**config.mk**
```make
export PLATFORM = sky130hd
export DESIGN_NAME = spell_commit
export DESIGN_NICKNAME = d
export VERILOG_FILES = /design/src/rtl/spell_commit.sv
export SDC_FILE = /design/constraint.sdc
export NUM_CORES = 1
export LEC_CHECK = 0
export CORE_MARGIN = 3
export CORE_UTILIZATION = 25
export DETAILED_ROUTE_END_ITERATION = 12
export PLACE_DENSITY_LB_ADDON = 0.1
export SKIP_LAST_GASP = 1
export SLEW_MARGIN = 15
export SYNTH_ARGS = -nofsm -noshare
export SYNTH_HDL_FRONTEND = slang
export SYNTH_SLANG_ARGS = --single-unit
```
**constraint.sdc**
```tcl
create_clock -name clock -period 5.03 [get_ports clock]
set_input_delay 1.006 -clock clock [delete_from_list [all_inputs] [get_ports clock]]
set_output_delay 1.006 -clock clock [all_outputs]
set_load 0.01 [all_outputs]
```
**src/rtl/spell_commit.sv**
```systemverilog
`timescale 1ns/1ps
`default_nettype none
// ============================================================================
//  Module      : spell_commit
//  Description : Commit back end of the spell execute stage. Accepts one
//                result bundle per instruction, updates pc/sp and the 32x8
//                stack register file, issues memory writes over a req/ack
//                handshake, then runs the delay and sleep stalls.
//  Ports       : clock/reset             - clock, synchronous active-high reset
//                exec_valid/exec_ready   - result bundle handshake
//                next_pc..sleep          - result bundle fields
//                wake                    - leave sleep
//                pc/sp                   - architectural state
//                stack_top/belowtop      - combinational stack read ports
//                mem_req/type/addr/data  - registered memory write request
//                mem_ack                 - memory write accepted
//                busy                    - stage is stalling (not idle)
//  Revision    : 1.0 - initial release
// ============================================================================
module spell_commit #(
    parameter int DELAY_SHIFT      = 4,
    parameter int STACK_DEPTH_BITS = 5
) (
    input  logic                        clock,
    input  logic                        reset,
    input  logic                        exec_valid,
    output logic                        exec_ready,
    input  logic [7:0]                  next_pc,
    input  logic [STACK_DEPTH_BITS-1:0] next_sp,
    input  logic [1:0]                  stack_write_count,
    input  logic [7:0]                  set_stack_top,
    input  logic [7:0]                  set_stack_belowtop,
    input  logic [1:0]                  memory_write_type,
    input  logic [7:0]                  memory_write_addr,
    input  logic [7:0]                  memory_write_data,
    input  logic [7:0]                  delay_amount,
    input  logic                        sleep,
    input  logic                        wake,
    output logic [7:0]                  pc,
    output logic [STACK_DEPTH_BITS-1:0] sp,
    output logic [7:0]                  stack_top,
    output logic [7:0]                  stack_belowtop,
    output logic                        mem_req,
    output logic [1:0]                  mem_type,
    output logic [7:0]                  mem_addr,
    output logic [7:0]                  mem_data,
    input  logic                        mem_ack,
    output logic                        busy
);

    localparam int c_DEPTH = 1 << STACK_DEPTH_BITS;
    localparam logic [STACK_DEPTH_BITS-1:0] c_ONE = STACK_DEPTH_BITS'(1);
    localparam logic [STACK_DEPTH_BITS-1:0] c_TWO = STACK_DEPTH_BITS'(2);

    localparam logic [1:0] S_IDLE  = 2'd0;
    localparam logic [1:0] S_MEM   = 2'd1;
    localparam logic [1:0] S_DELAY = 2'd2;
    localparam logic [1:0] S_SLEEP = 2'd3;

    logic [1:0]                  r_state;
    logic [1:0]                  w_next_state;
    logic [7:0]                  r_pc;
    logic [STACK_DEPTH_BITS-1:0] r_sp;
    logic [7:0]                  r_stack [c_DEPTH];
    logic                        r_mem_req;
    logic [1:0]                  r_mem_type;
    logic [7:0]                  r_mem_addr;
    logic [7:0]                  r_mem_data;
    logic [7:0]                  r_delay_lat;
    logic                        r_sleep_lat;
    logic [15:0]                 r_delay_cnt;

    logic                        w_commit;
    logic                        w_mem_done;
    logic [7:0]                  w_delay_src;
    logic [15:0]                 w_delay_load;
    logic [STACK_DEPTH_BITS-1:0] w_wr_top_idx;
    logic [STACK_DEPTH_BITS-1:0] w_wr_below_idx;

    assign w_commit   = exec_valid && exec_ready;
    // mem_req is always set while in MEM; the check keeps stray acks inert
    assign w_mem_done = (r_state == S_MEM) && r_mem_req && mem_ack;

    // Delay comes from the bundle at commit, or from the latched copy on MEM exit
    assign w_delay_src  = w_commit ? delay_amount : r_delay_lat;
    assign w_delay_load = {8'd0, w_delay_src} << DELAY_SHIFT;

    // 5-bit wraparound: next_sp=0 targets entries 31/30
    assign w_wr_top_idx   = next_sp - c_ONE;
    assign w_wr_below_idx = next_sp - c_TWO;

    // ---------------- FSM: state register ----------------
    always_ff @(posedge clock) begin
        if (reset) begin
            r_state <= S_IDLE;
        end else begin
            r_state <= w_next_state;
        end
    end

    // ---------------- FSM: next-state logic ----------------
    always_comb begin
        w_next_state = r_state;
        case (r_state)
            S_IDLE: begin
                if (w_commit) begin
                    if (memory_write_type != 2'd0) begin
                        w_next_state = S_MEM;
                    end else if (delay_amount != 8'd0) begin
                        w_next_state = S_DELAY;
                    end else if (sleep) begin
                        w_next_state = S_SLEEP;
                    end
                end
            end
            S_MEM: begin
                if (w_mem_done) begin
                    if (r_delay_lat != 8'd0) begin
                        w_next_state = S_DELAY;
                    end else if (r_sleep_lat) begin
                        w_next_state = S_SLEEP;
                    end else begin
                        w_next_state = S_IDLE;
                    end
                end
            end
            S_DELAY: begin
                // Counter starts at N and the last stall cycle is the one at 1
                if (r_delay_cnt == 16'd1) begin
                    w_next_state = r_sleep_lat ? S_SLEEP : S_IDLE;
                end
            end
            S_SLEEP: begin
                if (wake) begin
                    w_next_state = S_IDLE;
                end
            end
            default: w_next_state = S_IDLE;
        endcase
    end

    // ---------------- FSM: outputs ----------------
    always_comb begin
        exec_ready = (r_state == S_IDLE) && !reset;
        busy       = (r_state != S_IDLE);
    end

    // ---------------- Datapath ----------------
    always_ff @(posedge clock) begin
        if (reset) begin
            r_pc        <= 8'd0;
            r_sp        <= '0;
            r_mem_req   <= 1'b0;
            r_mem_type  <= 2'd0;
            r_mem_addr  <= 8'd0;
            r_mem_data  <= 8'd0;
            r_delay_lat <= 8'd0;
            r_sleep_lat <= 1'b0;
            r_delay_cnt <= 16'd0;
            for (int i = 0; i < c_DEPTH; i++) begin
                r_stack[i] <= 8'd0;
            end
        end else begin
            if (w_commit) begin
                r_pc        <= next_pc;
                r_sp        <= next_sp;
                r_delay_lat <= delay_amount;
                r_sleep_lat <= sleep;
                // A count of 3 behaves as 2: bit 1 alone selects the second write
                if (stack_write_count != 2'd0) begin
                    r_stack[w_wr_top_idx] <= set_stack_top;
                end
                if (stack_write_count[1]) begin
                    r_stack[w_wr_below_idx] <= set_stack_belowtop;
                end
                if (memory_write_type != 2'd0) begin
                    r_mem_req  <= 1'b1;
                    r_mem_type <= memory_write_type;
                    r_mem_addr <= memory_write_addr;
                    r_mem_data <= memory_write_data;
                end
            end

            if (w_mem_done) begin
                r_mem_req <= 1'b0;
            end

            if (w_commit || w_mem_done) begin
                r_delay_cnt <= w_delay_load;
            end else if (r_state == S_DELAY) begin
                r_delay_cnt <= r_delay_cnt - 16'd1;
            end
        end
    end

    assign pc             = r_pc;
    assign sp             = r_sp;
    assign stack_top      = r_stack[r_sp - c_ONE];
    assign stack_belowtop = r_stack[r_sp - c_TWO];
    assign mem_req        = r_mem_req;
    assign mem_type       = r_mem_type;
    assign mem_addr       = r_mem_addr;
    assign mem_data       = r_mem_data;

endmodule
`default_nettype wire

```
==> results.ini, run 1 <==
[cts]
cts_buffers = 40
clk_transition_reported_paths_ns = 0.06
tritoncts = done
cts-root-buf = clkbuf_16
numClockSinks = 315
h-tree-depth = 2
ctsHoldBuffers = 0
clk_latency_ns = 0.58
clk_path_buf_depth = 3

[worst_hold_path]
min_path_type = flip-flop to flip-flop
min_path_cells = 2
hold_end = mem_type[0]
min_from = mem_type[0]

[setup_path]
regToRegSetupSlack_ns = 1.60
reg2reg_from = r_state[1]
cp.required_ns = 4.02
cp.arrival_ns = 3.89
endpoint_kind = primary output
cp-start-kind = flip-flop
reg2reg_to = r_stack[29][1]
critPathKind = flip-flop to primary output
reg2regPathDepth = 5
cp_max_fo = 24

[pwr]
leakagePower_uw = 0.007350
irDropWorstVdd_mv = 0.2688
power_uw = 9695
netSwitchingPower_uw = 3470
power_frac_clock_pct = 28.1
power_density_nw_per_um2 = 449.8
internal_power_uw = 6225
p_sw_share_pct = 35.79
power_frac_comb_pct = 39.2
pwr-share-seq_pct = 32.8

[logic_synthesis]
synth.distinct_cells = 62
synth_edf_count = 256
ys_seq_area_share_pct = 49.65
async_flop_share_pct = 0
syn-num-nets = 1387
netlist_instances = 1317
synth_warnings = 0
ys_seq_elements = 315
synth_ff_type = edfxtp_1
syn-cell-area_sq_um = 17860
synth_area_per_cell_sq_um = 13.56

[route]
wl_per_cell_um = 31.27
drt_iter0_drc = 1264
drtAntennaViolNets = 0
wl_um = 75280
num_vias = 13540
first_pass_iters = 5
drc = 0
routed_via_density = 5.623

[timing]
fmax_mhz = 204.1
hold_viol_final = 0
max-slew-margin-rel_pct = 22.88
tns_ns = 0
worst_slack_ns = 0.1299
worst_hold_slack_ns = 0.4554
post-route-period-util_pct = 97.42
rsz0062_at_grt = no
slew_viol_final = 0
worst_pin_slew_ns = 1.153
fin_crit_ns = 4.900
setup_viol = 0
clock-skew-final_ns = 0.02603

[placed_design]
port_buffers = 112
dp_slack_ns = 0.4693
place_congestion = 0.9074
hpwl_um = 51290

[global_routing]
antenna_found_initial = 1
grt_overflow_total = 0
grt_use_total_pct = 19.73
grt_max_degree = 131
grt_pass1_vias = 13170
grt_pass1_wl_um = 105300

[floorplan]
fp.dieH_um = 273.3
fp-row-count = 97
dieWidth_um = 273.3
fp.coreArea_sq_um = 70390
fp.dieArea_sq_um = 74690
ios = 113
start_util_pct = 25.37

[finish]
syn2layout_area_growth_pct = 20.68
drive_above_1_share_pct = 22.37
nNetsFinal = 1505
fillers = 7087

[status]
outcome = complete, no violations

[job]
maxCapViolCount = 0

-- layout by cell type (no fill, tap or decap), types with 10 or more instances in the layout --
cell             count
a22o_1             264
edfxtp_1           256
mux4_2             128
clkdlybuf4s50_1    110
nand2_1            102
buf_4               81
mux2i_1             59
dfxtp_1             57
nor2_1              55
clkbuf_16           41
or3_1               36
a21oi_1             28
nor3b_2             17
a221oi_1            17
nor3_2              16
clkinv_1            15
xnor2_1             14
inv_1               11
nor4_1              10
nand3b_1            10
-- per-stage QoR --
step | instances | util (%) | instance area, sq um
3_3_place_gp | 2332 | 28.88 | 20330
5_1_grt | 2406 | 30.62 | 21550
4_1_cts | 2405 | 30.57 | 21520
6_report | 2407 | 30.62 | 21550
2_1_floorplan | 1317 | - | 17860
3_5_place_dp | 2332 | 28.87 | 20330
-- state kept, by name, indices dropped and copies added (netlist names) --
| name | flops |
|---|---|
| r_delay_cnt | 16 |
| mem_req | 1 |
| r_state | 2 |
| pc | 8 |
| r_stack | 256 |
| mem_addr | 8 |
| mem_data | 8 |
| sp | 5 |
| mem_type | 2 |
| r_sleep_lat | 1 |
| r_delay_lat | 8 |
-- layer usage --
metal	wire (um)	vias to the layer above	global-route usage [%]
li1	-	5676	-
met1	34660	7188	28.94
met2	33290	569	29.50
met3	5258	102	3.611
met4	2068	0	5.772
met5	0	-	0
-- critical path, cell delays in order, from the launching register on --
cell	delay, ns
dfxtp_4	0.35
inv_1	0.08
ha_4	0.17
nor3b_1	0.15
xnor2_2	0.79
buf_12	0.30
mux2i_1	0.14
a22o_1	0.23
a221oi_1	0.43
clkdlybuf4s50_1	0.64
-- worst max-delay path by stage --
stage	from	endpoint	slack [ns]	cells after the start
4_1_cts	sp[1]	stack_belowtop[6]	0.03	7
3_3_place_gp	next_sp[2]	r_stack[11][2]	0.44	9
6_report	sp[0]	stack_top[4]	0.13	9
2_1_floorplan	sp[0]	stack_top[5]	0.73	12
5_1_grt	sp[0]	stack_top[4]	0.05	9
3_5_place_dp	next_sp[2]	r_stack[11][2]	0.47	9
-- power by group through the flow --
stage	Combinational, uW	Clock [uW]	Sequential, uW
detailed placement	3760	0	3220
CTS	3770	2800	3170
finish	3800	2720	3180
global placement	3760	0	3230
global route	4000	2890	3200
floorplan	2190	0	3160
-- final cells by class --
| cell class | instances | area (sq um) | area share (%) |
|---|---|---|---|
| clock inverter | 25 | 138.9 | 0.6443 |
| multi-input combinational | 871 | 8482 | 39.35 |
| inverter | 11 | 41.29 | 0.1916 |
| tap | 940 | 1176 | 5.457 |
| sequential | 315 | 8876 | 41.18 |
| clock buffer | 48 | 1052 | 4.882 |
| antenna | 1 | 2.502 | 0.01161 |
| timing repair buffer | 196 | 1785 | 8.284 |
-- timing repair --
action,CTS,global route
endpoints found under the hold margin,0,0
resized for setup,0,2
setup buffers,0,1
endpoints found under the setup margin,0,7
-- cells in the mapped netlist (5+ instances only) --
library cell | n | area, sq um
nor3_1 | 8 | 40.04
a21oi_1 | 28 | 140.1
nand2_1 | 102 | 382.9
xnor2_1 | 16 | 140.1
inv_1 | 11 | 41.29
mux4_2 | 128 | 2883
dfxtp_1 | 59 | 1181
or3_1 | 36 | 225.2
a221oi_1 | 17 | 148.9
nor3_2 | 16 | 160.2
a32o_1 | 8 | 80.08
nor2_1 | 55 | 206.5
nor4_1 | 10 | 62.56
buf_1 | 6 | 22.52
edfxtp_1 | 256 | 7687
nor2b_1 | 6 | 37.54
mux2i_1 | 59 | 590.6
nand3b_1 | 10 | 75.07
ha_1 | 7 | 87.58
nand3_1 | 7 | 35.03
nor2_2 | 8 | 50.05
clkbuf_1 | 86 | 322.8
buf_2 | 21 | 105.1
nor3b_2 | 17 | 212.7
a2bb2oi_1 | 5 | 43.79
a22o_1 | 264 | 2312
o31ai_1 | 5 | 37.54
-- logic make-up after synthesis --
kind of cell | count (synthesis) | synth area share [%]
buf+inv | 131 | 3.138
compound gates | 360 | 16.94
mux | 187 | 19.45
simple gates | 297 | 9.352
fa+ha+maj | 7 | 0.4903
flops | 315 | 49.65
xor+xnor | 20 | 0.9807
(Power assumes the default switching activity.)
==> inputs of run 2 (changes only) <==
--- a/config.mk
+++ b/config.mk
@@ -10,7 +10,6 @@
 export DETAILED_ROUTE_END_ITERATION = 12
 export PLACE_DENSITY_LB_ADDON = 0.1
 export SKIP_LAST_GASP = 1
-export SLEW_MARGIN = 15
 export SYNTH_ARGS = -nofsm -noshare
 export SYNTH_HDL_FRONTEND = slang
 export SYNTH_SLANG_ARGS = --single-unit
==> results.ini, run 2 (synthesized netlist as in run 1, its figures left out) <==
[status]
outcome = complete, no violations

[global_routing]
grt_pass1_vias = 13180  ; +0.076%
grt_use_total_pct = 19.73  ; about the same
grt_max_degree = 131  ; unchanged
grt_overflow_total = 0  ; unchanged
antenna_found_initial = 1  ; unchanged
grt_pass1_wl_um = 105300  ; about the same

[pwr]
power_frac_comb_pct = 39.1  ; about the same
leakagePower_uw = 0.007349  ; about the same
netSwitchingPower_uw = 3470  ; about the same
p_sw_share_pct = 35.79  ; about the same
pwr-share-seq_pct = 32.8  ; about the same
power_frac_clock_pct = 28.1  ; about the same
power_density_nw_per_um2 = 449.8  ; about the same
internal_power_uw = 6225  ; about the same
irDropWorstVdd_mv = 0.2689  ; about the same
power_uw = 9695  ; about the same

[timing]
rsz0062_at_grt = no
fin_crit_ns = 4.898  ; -0.002395 ns
setup_viol = 0  ; unchanged
post-route-period-util_pct = 97.37  ; about the same
tns_ns = 0  ; unchanged
fmax_mhz = 204.2  ; about the same
worst_pin_slew_ns = 1.229  ; +0.07579 ns
slew_viol_final = 0  ; unchanged
clock-skew-final_ns = 0.02686  ; +0.0008277 ns
worst_hold_slack_ns = 0.4553  ; -0.0001200 ns
hold_viol_final = 0  ; unchanged
max-slew-margin-rel_pct = 17.81  ; -5.1 points

[setup_path]
critPathKind = flip-flop to primary output
reg2reg_from = r_state[1]
cp-start-kind = flip-flop
crit_start = sp[1]
cp.arrival_ns = 3.89  ; about the same
endpoint_kind = primary output
cp.required_ns = 4.02  ; about the same
cp_max_fo = 13  ; -46%

[cts]
clk_path_buf_depth = 3  ; unchanged
cts_buffers = 40  ; unchanged
tritoncts = done
h-tree-depth = 2  ; unchanged
numClockSinks = 315  ; unchanged
clk_latency_ns = 0.58  ; about the same
cts-root-buf = clkbuf_16
clk_transition_reported_paths_ns = 0.06  ; about the same

[route]
drt_iter0_drc = 1375  ; +8.8%
drc = 0  ; unchanged
routed_via_density = 5.597  ; -0.46%
drtAntennaViolNets = 0  ; unchanged
first_pass_iters = 5  ; unchanged
wl_um = 75260  ; about the same
wl_per_cell_um = 31.27  ; about the same
num_vias = 13470  ; -0.46%

[floorplan]
start_util_pct = 25.37  ; unchanged
fp.dieH_um = 273.3  ; unchanged
ios = 113  ; unchanged
dieWidth_um = 273.3  ; unchanged
fp.dieArea_sq_um = 74690  ; unchanged
fp-row-count = 97  ; unchanged
fp.coreArea_sq_um = 70390  ; unchanged

[worst_hold_path]
min_path_type = flip-flop to flip-flop
min_from = mem_type[0]

[finish]
nNetsFinal = 1505  ; unchanged
drive_above_1_share_pct = 22.24  ; -0.14 points
largest_reg_flops = 256  ; unchanged
layout_common_cells = a22o_1 (264), edfxtp_1 (256), mux4_2 (128), clkdlybuf4s50_1 (111), nand2_1 (102)
final_common_cell = a22o_1
regMostFlops = r_stack
syn2layout_area_growth_pct = 20.69  ; about the same
top_regs = r_stack x256, r_delay_cnt x16

[placed_design]
port_buffers = 112  ; unchanged
place_congestion = 0.9074  ; unchanged
hpwl_um = 51300  ; about the same

[job]
maxCapViolCount = 0  ; unchanged

==> run 2: changes by cell type in the layout (fill, tap and decap cells not counted), sizes merged <==
cell and delta:
clkdlybuf4s50 +1, buf -1
==> run 2: layout make-up <==
class                      instances  area [sq um]
sequential                       315          8876
clock inverter                    25         138.9
inverter                          11         41.29
tap                              940          1176
clock buffer                      48          1052
antenna                            1         2.502
multi-input combinational        871          8478
timing repair buffer             196          1790
fill                            7084         48840
==> run 2: worst paths after layout <==
check                 endpoint  slack, ns  cells after the start
max          stack_belowtop[6]       0.13                      9
min                mem_type[0]       0.46                      2
min reg2reg        mem_type[0]       0.46                      2
max reg2reg     r_stack[29][1]       1.65                      5
==> run 2: metrics by stage <==
stage          instance area, sq um  util (%)  instances  setup slack, ns
2_1_floorplan                 17860         -       1317           0.7259
3_3_place_gp                  20330     28.88       2332           0.4416
3_5_place_dp                  20330     28.88       2332           0.4693
4_1_cts                       21520     30.57       2405          0.03049
5_1_grt                       21550     30.62       2406          0.04531
6_report                      21560     30.62       2407           0.1323
==> run 2: worst max-delay path, stage by stage (launching register included) <==
cell and delay (ns):
dfxtp_4 0.34, inv_1 0.10, buf_4 0.16, ha_1 0.29, xor2_4 0.56, buf_4 0.27, buf_4 0.20, mux2i_1 0.12
a221oi_1 0.63, clkdlybuf4s50_1 0.66
==> run 2: metal layers <==
layer  wire length, um  GRT usage (%)
met5                 0              0
met2             33280          29.50
met3              5024          3.646
met4              2011          5.787
met1             34940          28.90
==> run 2: power groups by stage <==
stage,clock [uW],sequential (uW),combinational (uW)
after floorplan,0,3160,2190
after CTS,2800,3170,3770
after detailed placement,0,3220,3760
final,2730,3180,3790
after global routing,2890,3200,4000
after global placement,0,3230,3760
==> run 2: what timing repair did <==
action	4_1_cts	5_1_grt
gates resized for setup	0	2
endpoints found under the setup margin	0	7
setup buffers	0	1
hold buffers	0	0
==> RTL edit 1 (config.mk and constraints of run 2) <==
Reset style: asynchronous (`reset`), changed in 2 clocked blocks. Comments in the files are not updated.
--- a/src/rtl/spell_commit.sv
+++ b/src/rtl/spell_commit.sv
@@ -92,3 +92,3 @@
     // ---------------- FSM: state register ----------------
-    always_ff @(posedge clock) begin
+    always_ff @(posedge clock or posedge reset) begin
         if (reset) begin
@@ -148,3 +148,3 @@
     // ---------------- Datapath ----------------
-    always_ff @(posedge clock) begin
+    always_ff @(posedge clock or posedge reset) begin
         if (reset) begin
Check against the original RTL: not settled (the Yosys comparison gave no result); the edit may change what the design does.
==> RTL edit 1 against run 2 <==
  * Global-route usage increased by 3.6 points
  * Setup slack got worse by 0.019 ns
  * Sequential cell count unchanged
  * Area after synthesis grew 11%
  * Wire length up 30%
  * Sequential share of layout area fell by 8.4 points
  * Critical path depth stayed put
  * Via count up 33%
  * Core utilization rose by 0.20 points
  * Cell area is 12% higher
Power is not compared: it rests on default switching activity, and its combinational part moved more than twofold at a synthesized area within 25%.
==> RTL edit 1: results <==
group,metric,value,unit
status,status,"completed",
synth,synth_mux_area_frac,0.1828,
global_routing,grt_max_degree,124,
layout,multi_input_area_share,0.4625,
synth,synth_cell_type_count,89,
synth,synth_area_leaders,"dfrtp_1 40%, mux4_2 15%, a221oi_1 4.9%",
drt,drt-wirelength-per-cell,32.91,µm
layout,drive_above_1_share,0.2234,
layout,clock_buffers,64,
synth,postSynth.asyncResetShare,1.000,
floorplan,core-area,78100,µm²
drt,drt_iter0_drc,2139,
critical_path,r2r_setup_slack,1.61,ns
global_routing,grt_antenna_before_repair,3,
power_and_ir_drop,peakVddDrop,661.3,µV
sta,finalCritPeriodShare,0.9775,
synth,syn-num-nets,1854,
layout,nNetsFinal,1964,
layout,antennaDiodeCount,0,
global_routing,grt_pass1_wl,138600,µm
drt,drt_first_pass_iters,5,
sta,fin_skew,0.01786,ns
layout,clkCellAreaFrac,0.06123,
placed_design,preCtsSetupSlack,0.4641,ns
layout,nFillCells,8025,
placed_design,placed_cells,2886,
placed_design,hpwl,69510,µm
synth,synthXorXnorAreaFrac,0.01322,
layout,seq_share,0.3278,
critical_path,crit_path_max_incr_delay,0.55,ns
synth,synth.avg_cell_area,11.14,µm²
synth,synth_fa_ha_area_frac,0.004408,
layout,multi_input_area,11130,µm²
critical_path,path_max_fanout,8,
drt,via_count,17960,
synth,seq_area_frac_synth,0.3967,
placed_design,gp_congestion,0.9342,
critical_path,crit_arrival,3.91,ns
layout,buf_share,0.08888,
sta,holdWs,0.4817,ns
synth,synth_common_cells,"315 x dfrtp_1, 154 x nand2_1, 128 x mux4_2",
min_path,min_path_cells,2,
critical_path,reg2reg_depth,6,
layout,n_all_buffers,236,
global_routing,track_usage,0.2330,
drt,routed_via_density,6.048,
global_routing,grt_pass1_vias,17390,
layout,nNonClkInverters,35,
sta,worstMarginPinSlew,1.106,ns
layout,multi_input_gates,1262,
synth,synth_compound_area_frac,0.2378,
clock_tree,numCtsBuffers,44,
==> RTL edit 1: cell types whose count changed after synthesis, moves of 53 or more <==
cell / change
nor2_1: +58
edfxtp_1: -256
dfxtp_1: -59
dfrtp_1: +315
o22ai_1: +56
o32ai_1: +53
a211oi_1: +79
a221oi_1: +95
a22o_1: -240
==> RTL edit 1: repair_timing <==
item                                    4_1_cts  5_1_grt
buffers inserted                              2        0
hold buffers                                  0        0
hold endpoints to repair                      0        0
pin swaps                                     0        0
resized for setup                             1        2
endpoints found under the setup margin        6        2
==> RTL edit 1: power breakdown <==
part	total [mW]	switching [mW]	internal, mW
clock network	3.27	1.32	1.94
logic	8.15	4.42	3.72
registers	4.24	0.860	3.38
total	15.7	6.61	9.05
==> RTL edit 1: critical path: cells and delay by family, from the launching register on <==
family | cells | cell delay, ns
compound gates | 3 | 1.19
buf+inv | 3 | 0.92
flops | 1 | 0.49
fa+ha+maj | 1 | 0.33
xor+xnor | 1 | 0.20
simple gates | 1 | 0.18
==> RTL edit 1: per-layer routing <==
metal,vias to the layer above,global-route usage,share of wire
li1,7475,-,-
met1,9461,0.3345,0.45
met2,881,0.3546,0.45
met3,140,0.04687,0.075
met4,0,0.06624,0.030
met5,-,0,0
==> RTL edit 1: final timing paths <==
| check | from | endpoint |
|---|---|---|
| worst min register to register | pc[6] | pc[6] |
| min in group asynchronous | reset | r_delay_lat[1] |
| worst max register to register | r_state[1] | r_stack[18] |
| max in group asynchronous | reset | r_stack[8] |
| worst max-delay path | sp[1] | stack_top[5] |
| worst min-delay path | pc[6] | pc[6] |
==> RTL edit 2 (flow settings as in run 2) <==
Made on the original files. `STACK_DEPTH_BITS`: 5 -> 6.
--- a/src/rtl/spell_commit.sv
+++ b/src/rtl/spell_commit.sv
@@ -21,3 +21,3 @@
     parameter int DELAY_SHIFT      = 4,
-    parameter int STACK_DEPTH_BITS = 5
+    parameter int STACK_DEPTH_BITS = 6
 ) (
Interface: changed (resized next_sp and sp); port bits go from 113 to 115. The function was not compared with the original's and may differ.
==> RTL edit 2 against run 2 <==
  * First-iteration DRC count is 110% higher
  * Area after synthesis is 85% higher
  * Sequential cell count is 257 higher
  * Sequential share of layout area is 0.87 points higher
  * Cell area is 83% higher
  * Non-clock buffer count is 84 higher
  * Total power is 79% higher
  * Setup slack worse by 0.11 ns
  * Wire length is 97% higher
  * Largest power group unchanged
  * Highest routed layer unchanged
==> RTL edit 2: results <==
group,metric,value,unit
critical_path,startpoint,"sp[1]",
drt,drt_first_pass_iters,5,
clock_tree,cts_resized,27,
critical_path,path_max_fanout,25,
critical_path,r2r_setup_slack,1.28,ns
placed_design,placed_cells,4121,
drt,via_count,24680,
synth,seq_area_frac_synth,0.5023,
layout,multi_input_area,15580,µm²
power_and_ir_drop,peakVddDrop,238.7,µV
drt,wl_met3,10220,µm
drt,routed_via_density,5.786,
clock_tree,clkLatencyLatePin,0.66,ns
synth,ys_warn_count,0,
drt,drt_iter0_drc,2892,
critical_path,reg2reg_depth,7,
layout,top_regs,"r_stack x512, r_delay_cnt x16",
global_routing,met3_usage,0.03517,
critical_path,crit_path_max_incr_delay,0.56,ns
placed_design,numPortBuffers,114,
sta,worstMarginPinSlew,1.283,ns
sta,holdWs,0.4567,ns
drt,wl_met2,67810,µm
clock_tree,numCtsBuffers,74,
global_routing,use_met2,0.3295,
critical_path,slowest_stage,"ha_2",
placed_design,gp_congestion,0.8874,
synth,synth_cell_type_count,68,
synth,synth_area_leaders,"edfxtp_1 47%, mux4_2 20%, a22o_1 14%",
synth,synth_edf_count,512,
drt,wl,148100,µm
sta,worst_slack,0.01959,ns
layout,nNetsFinal,2538,
global_routing,gr-usage-met1,0.3006,
critical_path,r2r-start,"r_state[1]",
critical_path,r2r-end,"r_stack[4][3]",
critical_path,crit_arrival,4.00,ns
synth,synth_common_cells,"512 x a22o_1, 512 x edfxtp_1, 292 x mux4_2",
layout,nFillCells,12930,
synth,netlist_instances,2345,
critical_path,crit_path_end,"stack_belowtop[3]",
placed_design,preCtsSetupSlack,0.4328,ns
global_routing,track_usage,0.2109,
clock_tree,cts.htree.levels,3,
global_routing,grt_pass1_vias,24110,
sta,fin_skew,0.02353,ns
synth,syn-num-nets,2415,
drt,wl_met1,65800,µm
status,status,"completed",
global_routing,grt_pass1_wl,202100,µm
clock_tree,cts_setup_buffers,3,
placed_design,place_area,36670,µm²
global_routing,grt_max_degree,134,
critical_path,cp_top_family,"buffers and inverters",
power_and_ir_drop,cellLeakagePower,13.18,nW
placed_design,hpwl,99220,µm
power_and_ir_drop,switching_share,0.3631,
global_routing,grt_antenna_before_repair,2,
layout,drive_above_1_share,0.2768,
## RTL edit 2: tightest hold or removal path, cell delays in order, from the launching register on
cell and delay [ns]:
dfxtp_1 0.31, nand2_1 0.05, a21oi_1 0.05
## RTL edit 2: power by group through the flow
stage	sequential [mW]	clock, mW	combinational (mW)
2_1_floorplan	5.65	0	3.46
3_3_place_gp	5.76	0	6.21
3_5_place_dp	5.77	0	6.19
4_1_cts	5.68	5.20	6.43
5_1_grt	5.71	5.36	6.82
6_report	5.69	5.09	6.56
## RTL edit 2: kinds of logic (layout without fill, tap and decap cells)
family | after synthesis | in the layout | share of synthesized area
AOI/OAI and AO/OA | 630 | 630 | 0.1583
xor gates and xnor gates | 24 | 24 | 0.006370
adders and majority gates | 6 | 6 | 0.002275
buffers and inverters | 243 | 420 | 0.03094
DFF | 572 | 572 | 0.5023
muxes | 323 | 323 | 0.2087
other | 0 | 1 | 0
and+or+nand+nor | 547 | 547 | 0.09111
## RTL edit 2: cell type report
| cell class | count | share of cell area |
|---|---|---|
| Antenna cell | 1 | 0.00006345 |
| Clock buffer | 96 | 0.05114 |
| Clock inverter | 34 | 0.006091 |
| Inverter | 10 | 0.001047 |
| Multi-Input combinational cell | 1530 | 0.3949 |
| Sequential cell | 572 | 0.4205 |
| Tap cell | 1742 | 0.05526 |
| Timing Repair Buffer | 280 | 0.07103 |
## RTL edit 2: worst min path at each step
stage | start | endpoint | slack, ns
4_1_cts | mem_addr[1] | mem_addr[1] | 0.46
3_5_place_dp | mem_data[1] | mem_data[1] | 0.45
2_1_floorplan | r_delay_lat[6] | r_delay_lat[6] | 0.45
6_report | mem_addr[1] | mem_addr[1] | 0.46
3_3_place_gp | mem_data[0] | mem_data[0] | 0.44
5_1_grt | mem_data[5] | mem_data[5] | 0.47
